`src/rtl/cmd_frame_ctrl.sv`:
```
// cmd_frame_ctrl: decodes command frames arriving byte by byte from the UART
// receive path and turns them into register-file and ALU strobes. A frame
// that stalls between bytes for TIMEOUT_CYCLES cycles is aborted. Every
// output, including the debug state, comes straight from a register.
//
// Byte handshake: RX_D_VLD is a one-cycle strobe that qualifies RX_P_DATA.
// There is no back-pressure (no ready). Every strobed byte is consumed in the
// cycle it is presented. It is either used by the current frame or dropped
// with a one-cycle CMD_ERR pulse. RESP_DONE is likewise a one-cycle strobe,
// and it is only honoured while a response is pending.
module cmd_frame_ctrl #(
   parameter int DATA_WIDTH     = 8,
   parameter int ADDR_WIDTH     = 4,
   parameter int TIMEOUT_CYCLES = 65535
) (
   input  logic                  CLK,
   input  logic                  RST,
   input  logic [DATA_WIDTH-1:0] RX_P_DATA,
   input  logic                  RX_D_VLD,
   input  logic                  RESP_DONE,
   output logic                  RF_WrEn,
   output logic                  RF_RdEn,
   output logic [ADDR_WIDTH-1:0] RF_Address,
   output logic [DATA_WIDTH-1:0] RF_WrData,
   output logic                  ALU_EN,
   output logic [3:0]            ALU_FUN,
   output logic                  CLK_GATE_EN,
   output logic                  RESP_SRC,
   output logic                  CMD_ERR,
   output logic [2:0]            dbg_state
);

   typedef enum logic [2:0] {
      S_IDLE      = 3'd0,
      S_WR_ADDR   = 3'd1,
      S_WR_DATA   = 3'd2,
      S_RD_ADDR   = 3'd3,
      S_OP_A      = 3'd4,
      S_OP_B      = 3'd5,
      S_ALU_FUN   = 3'd6,
      S_WAIT_RESP = 3'd7
   } state_t;

   localparam logic [DATA_WIDTH-1:0] CMD_WR      = DATA_WIDTH'(8'hAA);
   localparam logic [DATA_WIDTH-1:0] CMD_RD      = DATA_WIDTH'(8'hBB);
   localparam logic [DATA_WIDTH-1:0] CMD_ALU_OP  = DATA_WIDTH'(8'hCC);
   localparam logic [DATA_WIDTH-1:0] CMD_ALU_NOP = DATA_WIDTH'(8'hDD);
   // The abort fires on the cycle in which the idle count would reach TIMEOUT_CYCLES.
   localparam logic [15:0]           TO_LAST     = 16'(TIMEOUT_CYCLES - 1);

   state_t                  state_q, state_n;
   logic [15:0]             cnt_q, cnt_n;
   logic                    wr_en_n, rd_en_n, alu_en_n, err_n, gate_n, src_n;
   logic [ADDR_WIDTH-1:0]   addr_n;
   logic [DATA_WIDTH-1:0]   wdata_n;
   logic [3:0]              fun_n;
   logic                    in_frame;
   logic                    timeout;

   // Only partially received frames are subject to the inter-byte timeout.
   assign in_frame = (state_q != S_IDLE) && (state_q != S_WAIT_RESP);
   assign timeout  = in_frame && !RX_D_VLD && (cnt_q == TO_LAST);
   assign dbg_state = state_q;

   // State, timeout counter and every output register. Reset clears all of them at once.
   always_ff @(posedge CLK or negedge RST) begin
      if (!RST) begin
         state_q     <= S_IDLE;
         cnt_q       <= '0;
         RF_WrEn     <= 1'b0;
         RF_RdEn     <= 1'b0;
         RF_Address  <= '0;
         RF_WrData   <= '0;
         ALU_EN      <= 1'b0;
         ALU_FUN     <= '0;
         CLK_GATE_EN <= 1'b0;
         RESP_SRC    <= 1'b0;
         CMD_ERR     <= 1'b0;
      end else begin
         state_q     <= state_n;
         cnt_q       <= cnt_n;
         RF_WrEn     <= wr_en_n;
         RF_RdEn     <= rd_en_n;
         RF_Address  <= addr_n;
         RF_WrData   <= wdata_n;
         ALU_EN      <= alu_en_n;
         ALU_FUN     <= fun_n;
         CLK_GATE_EN <= gate_n;
         RESP_SRC    <= src_n;
         CMD_ERR     <= err_n;
      end
   end

   // Next state and next register values. Strobes default low; the rest hold their value.
   always_comb begin
      state_n  = state_q;
      cnt_n    = '0;
      wr_en_n  = 1'b0;
      rd_en_n  = 1'b0;
      alu_en_n = 1'b0;
      err_n    = 1'b0;
      addr_n   = RF_Address;
      wdata_n  = RF_WrData;
      fun_n    = ALU_FUN;
      gate_n   = CLK_GATE_EN;
      src_n    = RESP_SRC;

      if (in_frame && !RX_D_VLD)
         cnt_n = cnt_q + 16'd1;

      if (timeout) begin
         // Abandon the partial frame without issuing any RF or ALU strobe.
         state_n = S_IDLE;
         cnt_n   = '0;
         err_n   = 1'b1;
         gate_n  = 1'b0;
      end else begin
         unique case (state_q)
            S_IDLE: begin
               if (RX_D_VLD) begin
                  if (RX_P_DATA == CMD_WR) begin
                     state_n = S_WR_ADDR;
                  end else if (RX_P_DATA == CMD_RD) begin
                     state_n = S_RD_ADDR;
                  end else if (RX_P_DATA == CMD_ALU_OP) begin
                     state_n = S_OP_A;
                     gate_n  = 1'b1;
                  end else if (RX_P_DATA == CMD_ALU_NOP) begin
                     state_n = S_ALU_FUN;
                     gate_n  = 1'b1;
                  end else begin
                     err_n = 1'b1;
                  end
               end
            end
            S_WR_ADDR: begin
               if (RX_D_VLD) begin
                  addr_n  = RX_P_DATA[ADDR_WIDTH-1:0];
                  state_n = S_WR_DATA;
               end
            end
            S_WR_DATA: begin
               if (RX_D_VLD) begin
                  wdata_n = RX_P_DATA;
                  wr_en_n = 1'b1;
                  state_n = S_IDLE;
               end
            end
            S_RD_ADDR: begin
               if (RX_D_VLD) begin
                  addr_n  = RX_P_DATA[ADDR_WIDTH-1:0];
                  rd_en_n = 1'b1;
                  src_n   = 1'b0;
                  state_n = S_WAIT_RESP;
               end
            end
            S_OP_A: begin
               if (RX_D_VLD) begin
                  addr_n  = '0;
                  wdata_n = RX_P_DATA;
                  wr_en_n = 1'b1;
                  state_n = S_OP_B;
               end
            end
            S_OP_B: begin
               if (RX_D_VLD) begin
                  addr_n  = ADDR_WIDTH'(1);
                  wdata_n = RX_P_DATA;
                  wr_en_n = 1'b1;
                  state_n = S_ALU_FUN;
               end
            end
            S_ALU_FUN: begin
               if (RX_D_VLD) begin
                  fun_n    = RX_P_DATA[3:0];
                  alu_en_n = 1'b1;
                  src_n    = 1'b1;
                  state_n  = S_WAIT_RESP;
               end
            end
            S_WAIT_RESP: begin
               // No new frame may start while a response is pending.
               if (RX_D_VLD)
                  err_n = 1'b1;
               if (RESP_DONE) begin
                  gate_n  = 1'b0;
                  state_n = S_IDLE;
               end
            end
            default: begin
               state_n = S_IDLE;
               gate_n  = 1'b0;
            end
         endcase
      end
   end

endmodule

```
`config.mk`:
```
export PLATFORM = sky130hd
export DESIGN_NAME = cmd_frame_ctrl
export DESIGN_NICKNAME = d
export VERILOG_FILES = /design/src/rtl/cmd_frame_ctrl.sv
export SDC_FILE = /design/constraint.sdc
export NUM_CORES = 1
export LEC_CHECK = 0
export BUFFER_PORTS_ARGS = -buffer_cell sky130_fd_sc_hd__buf_2
export CAP_MARGIN = 30
export CORE_MARGIN = 4
export CORE_UTILIZATION = 30
export CTS_CLUSTER_DIAMETER = 80
export DETAILED_ROUTE_END_ITERATION = 7
export GPL_TIMING_DRIVEN = 1
export SYNTH_ARGS = -nofsm -noshare
export SYNTH_HDL_FRONTEND = slang
export SYNTH_SLANG_ARGS = --single-unit
```
`constraint.sdc`:
```
create_clock -name CLK -period 2.1 [get_ports CLK]
set_input_delay 0.21 -clock CLK [delete_from_list [all_inputs] [get_ports CLK]]
set_output_delay 0.21 -clock CLK [all_outputs]
set_load 0.05 [all_outputs]
```
# Word level (Yosys, flattened, before mapping)
# Cells that the tools add are included.
# classes
n_eq_ne	29
n_bitwise	1
n_reduce_logical	18
mux	44
addsub	1
# ops
cell	n
3-bit 2-to-1 mux	12
8-bit == test, second input constant	4
16-bit 2-to-1 mux	2
3-bit inequality test, second input constant	9
1-bit 2-to-1 mux	22
3-bit one-hot mux with 7 select lines	1
16-bit by 1-bit adder with 16-bit output, second input constant	1
16-bit == test, second input constant	1
3-bit == test, second input constant	4
4-bit 2-to-1 mux	3
4-bit one-hot mux with 3 select lines	1
3-bit nonzero test	3
2-bit inequality test, second input constant	4
8-bit AND reduction	1
3-bit by 2-bit == test with 1-bit output, second input constant	2
6-bit inequality test, second input constant	1
1-bit one-hot mux with 2 select lines	3
3-bit AND reduction	2
6-bit AND reduction	1
5-bit AND reduction	1
4-bit inequality test, second input constant	1
4-bit AND reduction	1
2-bit OR reduction	2
3-bit by 1-bit == test with 1-bit output, second input constant	1
other kinds (8)	10
# word_totals
output_inout_bits	25
reg_bits	41
input_bits	12

# Depth between registers and ports, before layout
# Gate-level depths: netlist (run 1).
# logic_depth
ltp_word	8
depth_mapped	8
ltp_nobuf	6

# Worst setup path before layout (run 1)
# No wires, ideal clock.
# synth_timing
kind	register -> register
from	register state_q[0], in the netlist dbg_state[0]
to	register RF_WrData[0]
t_arrival_ns	1.786
stages_incl_launch_ff	5
required_ns	1.975
n_path_buf	1
setup_slack_ns	0.189
synth_period_minus_slack_ns	1.911
path_cell_list	dfrtp_1 > buf_2 > nor3b_1 > o21ai_1 > mux2_2
# synth_between
elab_chain_len	6
word_cells_on_any_way	11
# synth_rtl
item	line	text
start: declaration	51	state_t state_q, state_n;
start signal: assignment	80	state_q <= state_n;
3-bit inequality test / 3-bit nonzero test (equally long branches)	61	assign in_frame = (state_q != S_IDLE) && (state_q != S_WAIT_RESP);
1-bit logical AND	61	
1-bit logical AND (2 in a row)	62	assign timeout = in_frame && !RX_D_VLD && (cnt_q == TO_LAST);
1-bit NOT (no line)	n/a	
3-bit AND reduction (no line) *	n/a	
end signal: assignment	85	RF_WrData <= wdata_n;
end: declaration	24	output logic [DATA_WIDTH-1:0] RF_WrData,
# Every way passes the cells marked *; elsewhere a longest branch is shown, timed or not.
# A chain may end at the register's enable or synchronous reset.

# Worst setup path in the final report (run 1)
# layout_timing
from	register cnt_q[0]
to	register cnt_q[14]
# layout_between
elab_chain_len	3
word_cells_on_any_way	5
# layout_rtl
item	line	text
start: declaration	52	logic [15:0] cnt_q, cnt_n;
start signal: assignment	81	cnt_q <= cnt_n;
16-bit by 1-bit adder with 16-bit output / 16-bit == test (equally long branches)	109, 62	
16-bit 2-to-1 mux / 1-bit logical AND (equally long branches)	108, 62	
16-bit 2-to-1 mux *	111	if (timeout) begin
net cnt_n[14]	52	
# Mark *: on every way through the listed nets, which the timed path passes. The rest lies on a longest branch.

==> results.py, run 1 <==
metrics = {
    "placement": {
        "place_inst": 300,
        "dpl_cell_area_mm2": 0.00229,
        "port_buffers": 36,
        "hpwl_um": 3040,
        "globalplace.congestion": 0.767,
    },
    "timing": {
        "tightest_slew_ns": 0.433,
        "relSlewSlack_pct": 71.1,
        "max_freq_mhz": 574,
        "rsz0062_at_grt": "no",
        "slew_viol_final": 0,
        "setup_viol": 0,
        "hold_viol_final": 0,
        "fin_crit_sh_pct": 83.0,
        "tns_ns": 0,
        "finalClockSkew_ns": 0.00790,
        "fin_crit_ns": 1.74,
    },
    "logic_synthesis": {
        "synth_cell_types": 43,
        "syn_inst": 189,
        "ys_warn_count": 0,
        "ys_seq_area_share_pct": 51.2,
        "ys_ff_latch": 41,
        "syn_nets": 203,
        "synth_area_per_cell_um2": 10.6,
        "netlist_area_mm2": 0.00200,
    },
    "floorplanning": {
        "die_w_um": 89.7,
        "std_cell_rows": 29,
        "coreArea_mm2": 0.00642,
        "io_pins": 37,
        "dieArea_mm2": 0.00805,
        "initial_core_util_pct": 31.2,
        "die_h_um": 89.7,
    },
    "critical_path": {
        "crit_chain": "ha_1, nand3_1, or4_4, or3_1, a21oi_2",
        "timing.rr.end": "cnt_q[14]$_DFF_PN0_",
        "cp_slowest_cell": "or4_4",
        "cp.arrival_ns": 1.97,
        "cp.depth": 5,
        "path_class": "flop to flop",
        "cpPeakStageDelay_ns": 0.44,
        "r2r-start": "cnt_q[0]$_DFF_PN0_",
        "cp_num_buf_inv": 0,
        "end_kind": "flop",
        "reg2reg_slack_ns": 0.36,
        "startpoint_type": "flop",
        "cp_max_fo": 5,
        "worstRegToRegCells": 5,
        "cp.required_ns": 2.33,
        "critPathCapture": "cnt_q[14]$_DFF_PN0_",
        "crit_start": "cnt_q[0]$_DFF_PN0_",
        "crit_family": "simple AND/OR/NAND/NOR gates",
    },
    "clock_tree": {
        "clk_latency_ns": 0.29,
        "cts_tree": "done",
        "cts_setup_buffers": 0,
        "cts_max_level": 2,
        "cts-root-buf": "clkbuf_8",
        "cts_sinks": 41,
        "clock_path_buffers": 2,
        "cts_buffers": 5,
        "clk_transition_reported_paths_ns": 0.08,
    },
    "finish": {
        "final_nets": 245,
        "fill_cells": 625,
        "areaGrowthSynthToFinish_pct": 19.4,
        "multiInputGateArea_um2": 905,
        "diodes": 0,
        "ff_latch_area_mm2": 0.00103,
        "postLayoutCellArea_mm2": 0.00239,
        "drive_gt1_share_pct": 30.2,
        "layout.cells.non_filler": 309,
    },
    "drt": {
        "routed-via-count": 1505,
        "firstDrtPassIters": 4,
        "postRouteAntennaNets": 0,
        "vias_per_cell": 4.87,
        "post-route-drc-count": 0,
        "wl_per_cell_um": 13.4,
        "wirelength_um": 4150,
        "drt_iter0_markers": 142,
    },
    "power_and_ir_drop": {
        "power_leakage_uw": 0.00106,
        "ir_worst_vdd_uv": 896,
        "cellPowerDensity_mw_per_mm2": 1430,
        "finalPower_uw": 3430,
    },
    "worst_hold_path": {
        "hold_path.class": "input port to flop",
    },
    "status": {
        "status": "finished, final reports clean",
    },
    "grt": {
        "grt_max_degree": 21,
        "grt_usage_pct": 10.9,
        "antenna_found_initial": 0,
        "grt_overflow_total": 0,
        "grt_pass1_vias": 1510,
        "grt_pass1_wl_um": 7250,
    },
    "run": {
        "maxCapViolCount": 0,
    },
}
sequential cells by signal, indices dropped and copies added (netlist names):
name / flops
cnt_q: 16
RF_WrData: 8
ALU_FUN: 4
RF_Address: 4
dbg_state: 3
ALU_EN: 1
CLK_GATE_EN: 1
CMD_ERR: 1
RESP_SRC: 1
RF_RdEn: 1
RF_WrEn: 1
area by class of cell:
cell class | count | share of cell area [%]
clock buffers | 6 | 3.45
clock inverters | 2 | 0.575
inverters | 7 | 1.10
multi-input cells | 132 | 37.8
flip-flops and latches | 41 | 42.9
well taps | 77 | 4.03
repair buffers | 44 | 10.1
where the power goes:
| part | switching [uW] | total, uW | internal (uW) |
|---|---|---|---|
| logic | 1240 | 1740 | 507 |
| clock network | 276 | 542 | 266 |
| registers | 126 | 1140 | 1020 |
stage by stage:
step	utilization [%]	worst slack (ns)	hold slack (ns)
2_1_floorplan	-	0.189	-0.0856
3_3_place_gp	35.6	0.402	0.171
3_5_place_dp	35.6	0.360	0.177
4_1_cts	37.2	0.345	0.167
5_1_grt	37.2	0.191	0.176
6_report	37.2	0.358	0.177
repair_timing:
action | CTS | global route
hold buffers | 1 | 0
hold endpoints to repair | 18 | 0
resized for setup | 0 | 0
cell usage after synthesis (all sizes together):
library cell	count	area (um2)
a211oi	3	22.5
a21oi	5	28.8
a221oi	1	8.76
a31oi	3	18.8
and3	1	6.26
and4b	1	10.0
buf	3	23.8
clkbuf	6	22.5
dfrtp	41	1030
ha	2	25.0
inv	7	26.3
mux2	13	146
mux2i	1	10.0
nand2	10	37.5
nand2b	2	12.5
nand3	6	30.0
nand3b	2	15.0
nand4	5	37.5
nand4bb	1	11.3
nor2	16	60.1
nor2b	7	43.8
nor3	4	20.0
nor3b	1	7.51
nor4	4	25.0
o211ai	1	7.51
o21ai	10	50.0
o21bai	1	7.51
o22a	1	8.76
o2bb2ai	4	35.0
o31a	2	17.5
o31ai	1	7.51
or2	3	18.8
or3	5	31.3
or4	2	18.8
or4bb	1	11.3
xnor2	7	61.3
xor2	6	52.6
layout by cell type, fill, tap and decap left out, drive strengths merged, types with 3 or more instances in the layout:
master,synthesis,final
buf,3,43
dfrtp,41,41
nor2,16,16
mux2,13,13
nand2,10,10
o21ai,10,10
inv,7,7
xnor2,7,7
nor2b,7,7
nand3,6,6
xor2,6,6
clkbuf,6,6
or3,5,5
nand4,5,5
a21oi,5,5
nor4,4,4
nor3,4,4
o2bb2ai,4,4
or2,3,3
a211oi,3,3
a31oi,3,3
worst min path at each step:
stage	startpoint	endpoint	slack, ns	cells past startpoint
after floorplan	RST	ALU_EN$_DFF_PN0_	-0.09	0
after global placement	RST	cnt_q[2]$_DFF_PN0_	0.17	1
after detailed placement	RST	cnt_q[2]$_DFF_PN0_	0.18	1
after CTS	RX_P_DATA[6]	RF_WrData[6]$_DFFE_PN0P_	0.17	2
after global routing	RX_P_DATA[7]	RF_WrData[7]$_DFFE_PN0P_	0.18	2
final	RX_P_DATA[6]	RF_WrData[6]$_DFFE_PN0P_	0.18	2
kinds of logic (layout without fill, tap and decap cells):
| family | after synthesis | after routing | synth area share (%) |
|---|---|---|---|
| AO/OA/AOI/OAI | 32 | 32 | 10.6 |
| XOR/XNOR | 13 | 13 | 5.68 |
| adder cells (fa/ha/maj) | 2 | 2 | 1.25 |
| buffers and inverters | 16 | 59 | 3.62 |
| flip-flops | 41 | 41 | 51.2 |
| multiplexers | 14 | 14 | 7.81 |
| AND/OR/NAND/NOR | 71 | 71 | 19.8 |
worst register-to-register path, delay by kind of cell, from the launching register on:
kind / cells / cell delay, ns
simple gates: 3 / 0.91
compound gates: 1 / 0.14
fa+ha+maj: 1 / 0.23
flops: 1 / 0.40
routing by layer:
metal | GRT usage (%) | wire [um] | vias up
li1 | - | - | 752
met1 | 15.5 | 2080 | 717
met2 | 16.2 | 1830 | 30
met3 | 2.17 | 174 | 6
met4 | 4.60 | 76 | 0
met5 | 0 | 0 | -
Note: power is estimated with default switching activity, not from simulation.
==> run 2: changes to the inputs <==
clock period = 1.75 ns   (was 2.1 ns; I/O delays follow)
==> run 2 against run 1 <==
  * Final area is 3.0% higher
  * Final cell count is 1.6% higher
  * Register-to-register slack worse by 0.28 ns
  * Utilization is 1.1 points higher
  * Worst hold slack worse by 0.041 ns
  * Non-clock buffer count is 5 higher
  * Power is 20% higher
  * Combinational power is 19% higher
  * Die area stayed put
==> results.py, run 2 (synthesis gave the netlist of run 1 again) <==
metrics = {
    "drt": {
        "drt_iter0_markers": 54,
        "routed-via-count": 1529,
        "wirelength_um": 4260,
        "postRouteAntennaNets": 0,
        "post-route-drc-count": 0,
        "vias_per_cell": 4.87,
        "wl_per_cell_um": 13.6,
        "firstDrtPassIters": 4,
    },
    "grt": {
        "grt_usage_pct": 10.9,
        "antenna_found_initial": 0,
        "grt_pass1_vias": 1484,
        "grt_max_degree": 42,
        "grt_pass1_wl_um": 7310,
        "grt_overflow_total": 0,
    },
    "placement": {
        "globalplace.congestion": 0.781,
        "port_buffers": 36,
        "dpl_cell_area_mm2": 0.00233,
        "pre_cts_slack_ns": 0.0376,
        "hpwl_um": 3100,
    },
    "clock_tree": {
        "clk_latency_ns": 0.29,
        "cts-root-buf": "clkbuf_8",
        "cts_tree": "done",
        "clk_transition_reported_paths_ns": 0.08,
        "cts_sinks": 41,
        "cts_buffers": 5,
        "clock_path_buffers": 2,
        "cts_max_level": 2,
    },
    "critical_path": {
        "end_kind": "flop",
        "cp.arrival_ns": 1.89,
        "cpPeakStageDelay_ns": 0.55,
        "cp_slowest_cell": "or4_4",
        "path_class": "flop to flop",
        "startpoint_type": "flop",
        "cp_max_fo": 6,
        "crit_chain": "nand4_4, or4_4, or3_1, a21oi_2",
        "cp.required_ns": 1.97,
    },
    "floorplanning": {
        "die_h_um": 89.7,
        "die_w_um": 89.7,
        "initial_core_util_pct": 31.2,
        "io_pins": 37,
        "coreArea_mm2": 0.00642,
        "dieArea_mm2": 0.00805,
        "std_cell_rows": 29,
    },
    "timing": {
        "relSlewSlack_pct": 65.0,
        "hold_viol_final": 0,
        "fin_crit_sh_pct": 95.4,
        "tightest_slew_ns": 0.525,
        "max_freq_mhz": 599,
        "fin_crit_ns": 1.67,
        "finalClockSkew_ns": 0.00692,
        "setup_viol": 0,
        "layout_setup_ws_ns": 0.0811,
        "rsz0062_at_grt": "yes",
        "slew_viol_final": 0,
    },
    "power_and_ir_drop": {
        "p_int_uw": 2130,
        "p_switching_uw": 1990,
        "ir_worst_vdd_uv": 899,
        "sw_frac_of_total_pct": 48.3,
        "cellPowerDensity_mw_per_mm2": 1670,
        "power_leakage_uw": 0.00108,
        "p_clk_share_pct": 14.9,
        "seqPwrFrac_pct": 34.8,
        "power_frac_comb_pct": 50.3,
    },
    "finish": {
        "diodes": 0,
        "drive_gt1_share_pct": 35.9,
        "final_nets": 250,
        "largest_reg_flops": 16,
        "reg_top3": "cnt_q x16, RF_WrData x8",
        "postLayoutCellArea_mm2": 0.00246,
        "regMostFlops": "cnt_q",
        "final_cell_mix": "36 x dfrtp_1, 36 x buf_2, 16 x nor2_1",
        "areaGrowthSynthToFinish_pct": 23.0,
    },
    "worst_hold_path": {
        "hold_path.class": "input port to flop",
    },
    "status": {
        "status": "finished, final reports clean",
    },
    "run": {
        "maxCapViolCount": 0,
    },
}
run 2: path summary, 6_finish.rpt:
| check | start | endpoint | slack (ns) | depth (start not counted) |
|---|---|---|---|---|
| hold reg to reg | cnt_q[0]$_DFF_PN0_ | cnt_q[0]$_DFF_PN0_ | 0.50 | 1 |
| hold / removal | RX_P_DATA[7] | RF_WrData[7]$_DFFE_PN0P_ | 0.14 | 2 |
| max in group asynchronous | RST | dbg_state[1]$_DFFE_PN0P_ | 0.89 | 3 |
| setup / recovery | cnt_q[8]$_DFF_PN0_ | cnt_q[14]$_DFF_PN0_ | 0.08 | 4 |
| setup reg to reg | cnt_q[8]$_DFF_PN0_ | cnt_q[14]$_DFF_PN0_ | 0.08 | 4 |
| min in group asynchronous | RST | cnt_q[6]$_DFF_PN0_ | 0.48 | 3 |
run 2: what timing repair did:
item	4_1_cts	5_1_grt
hold buffers	1	0
endpoints found under the setup margin	0	14
resized for setup	0	8
hold endpoints to repair	41	0
buffers inserted	0	0
run 2: layout make-up:
type                    instances  area, um2
flip-flops and latches         41       1030
repair buffers                 49        280
fillers                       619       3960
well taps                      77       96.3
clock inverters                 3       17.5
inverters                       7       26.3
multi-input cells             132        943
clock buffers                   5       68.8
run 2: stage by stage:
stage | utilization [%] | power (uW) | cells | TNS, ns | hold WS [ns]
finish | 38.4 | 4120 | 314 | 0 | 0.137
CTS | 37.8 | 4140 | 314 | 0 | 0.128
floorplan | - | 3030 | 189 | 0 | -0.121
global route | 38.4 | 4360 | 314 | -0.00657 | 0.123
global placement | 36.3 | 3510 | 305 | 0 | 0.271
detailed placement | 36.3 | 3510 | 305 | 0 | 0.275
run 2: worst max-delay path, delay by kind of cell, from the launching register on:
| kind | cells | cell delay (ns) |
|---|---|---|
| AND/OR/NAND/NOR | 3 | 1.03 |
| flip-flops | 1 | 0.44 |
| AO/OA/AOI/OAI | 1 | 0.13 |
run 2: power by group through the flow:
| stage | clock [uW] | combinational (uW) | sequential, uW |
|---|---|---|---|
| floorplan | 0 | 728 | 2300 |
| detailed placement | 0 | 2070 | 1440 |
| global route | 671 | 2210 | 1480 |
| finish | 615 | 2070 | 1430 |
| global placement | 0 | 2080 | 1430 |
| CTS | 637 | 2080 | 1420 |
run 2: per-layer routing:
metal  global-route usage [%]  up-vias  routed length, um
met5                        0        -                  0
met2                     16.6       20               1930
met1                     15.5      738               2160
met3                     2.00        4                121
met4                     3.83        0                 52
li1                         -      767                  -
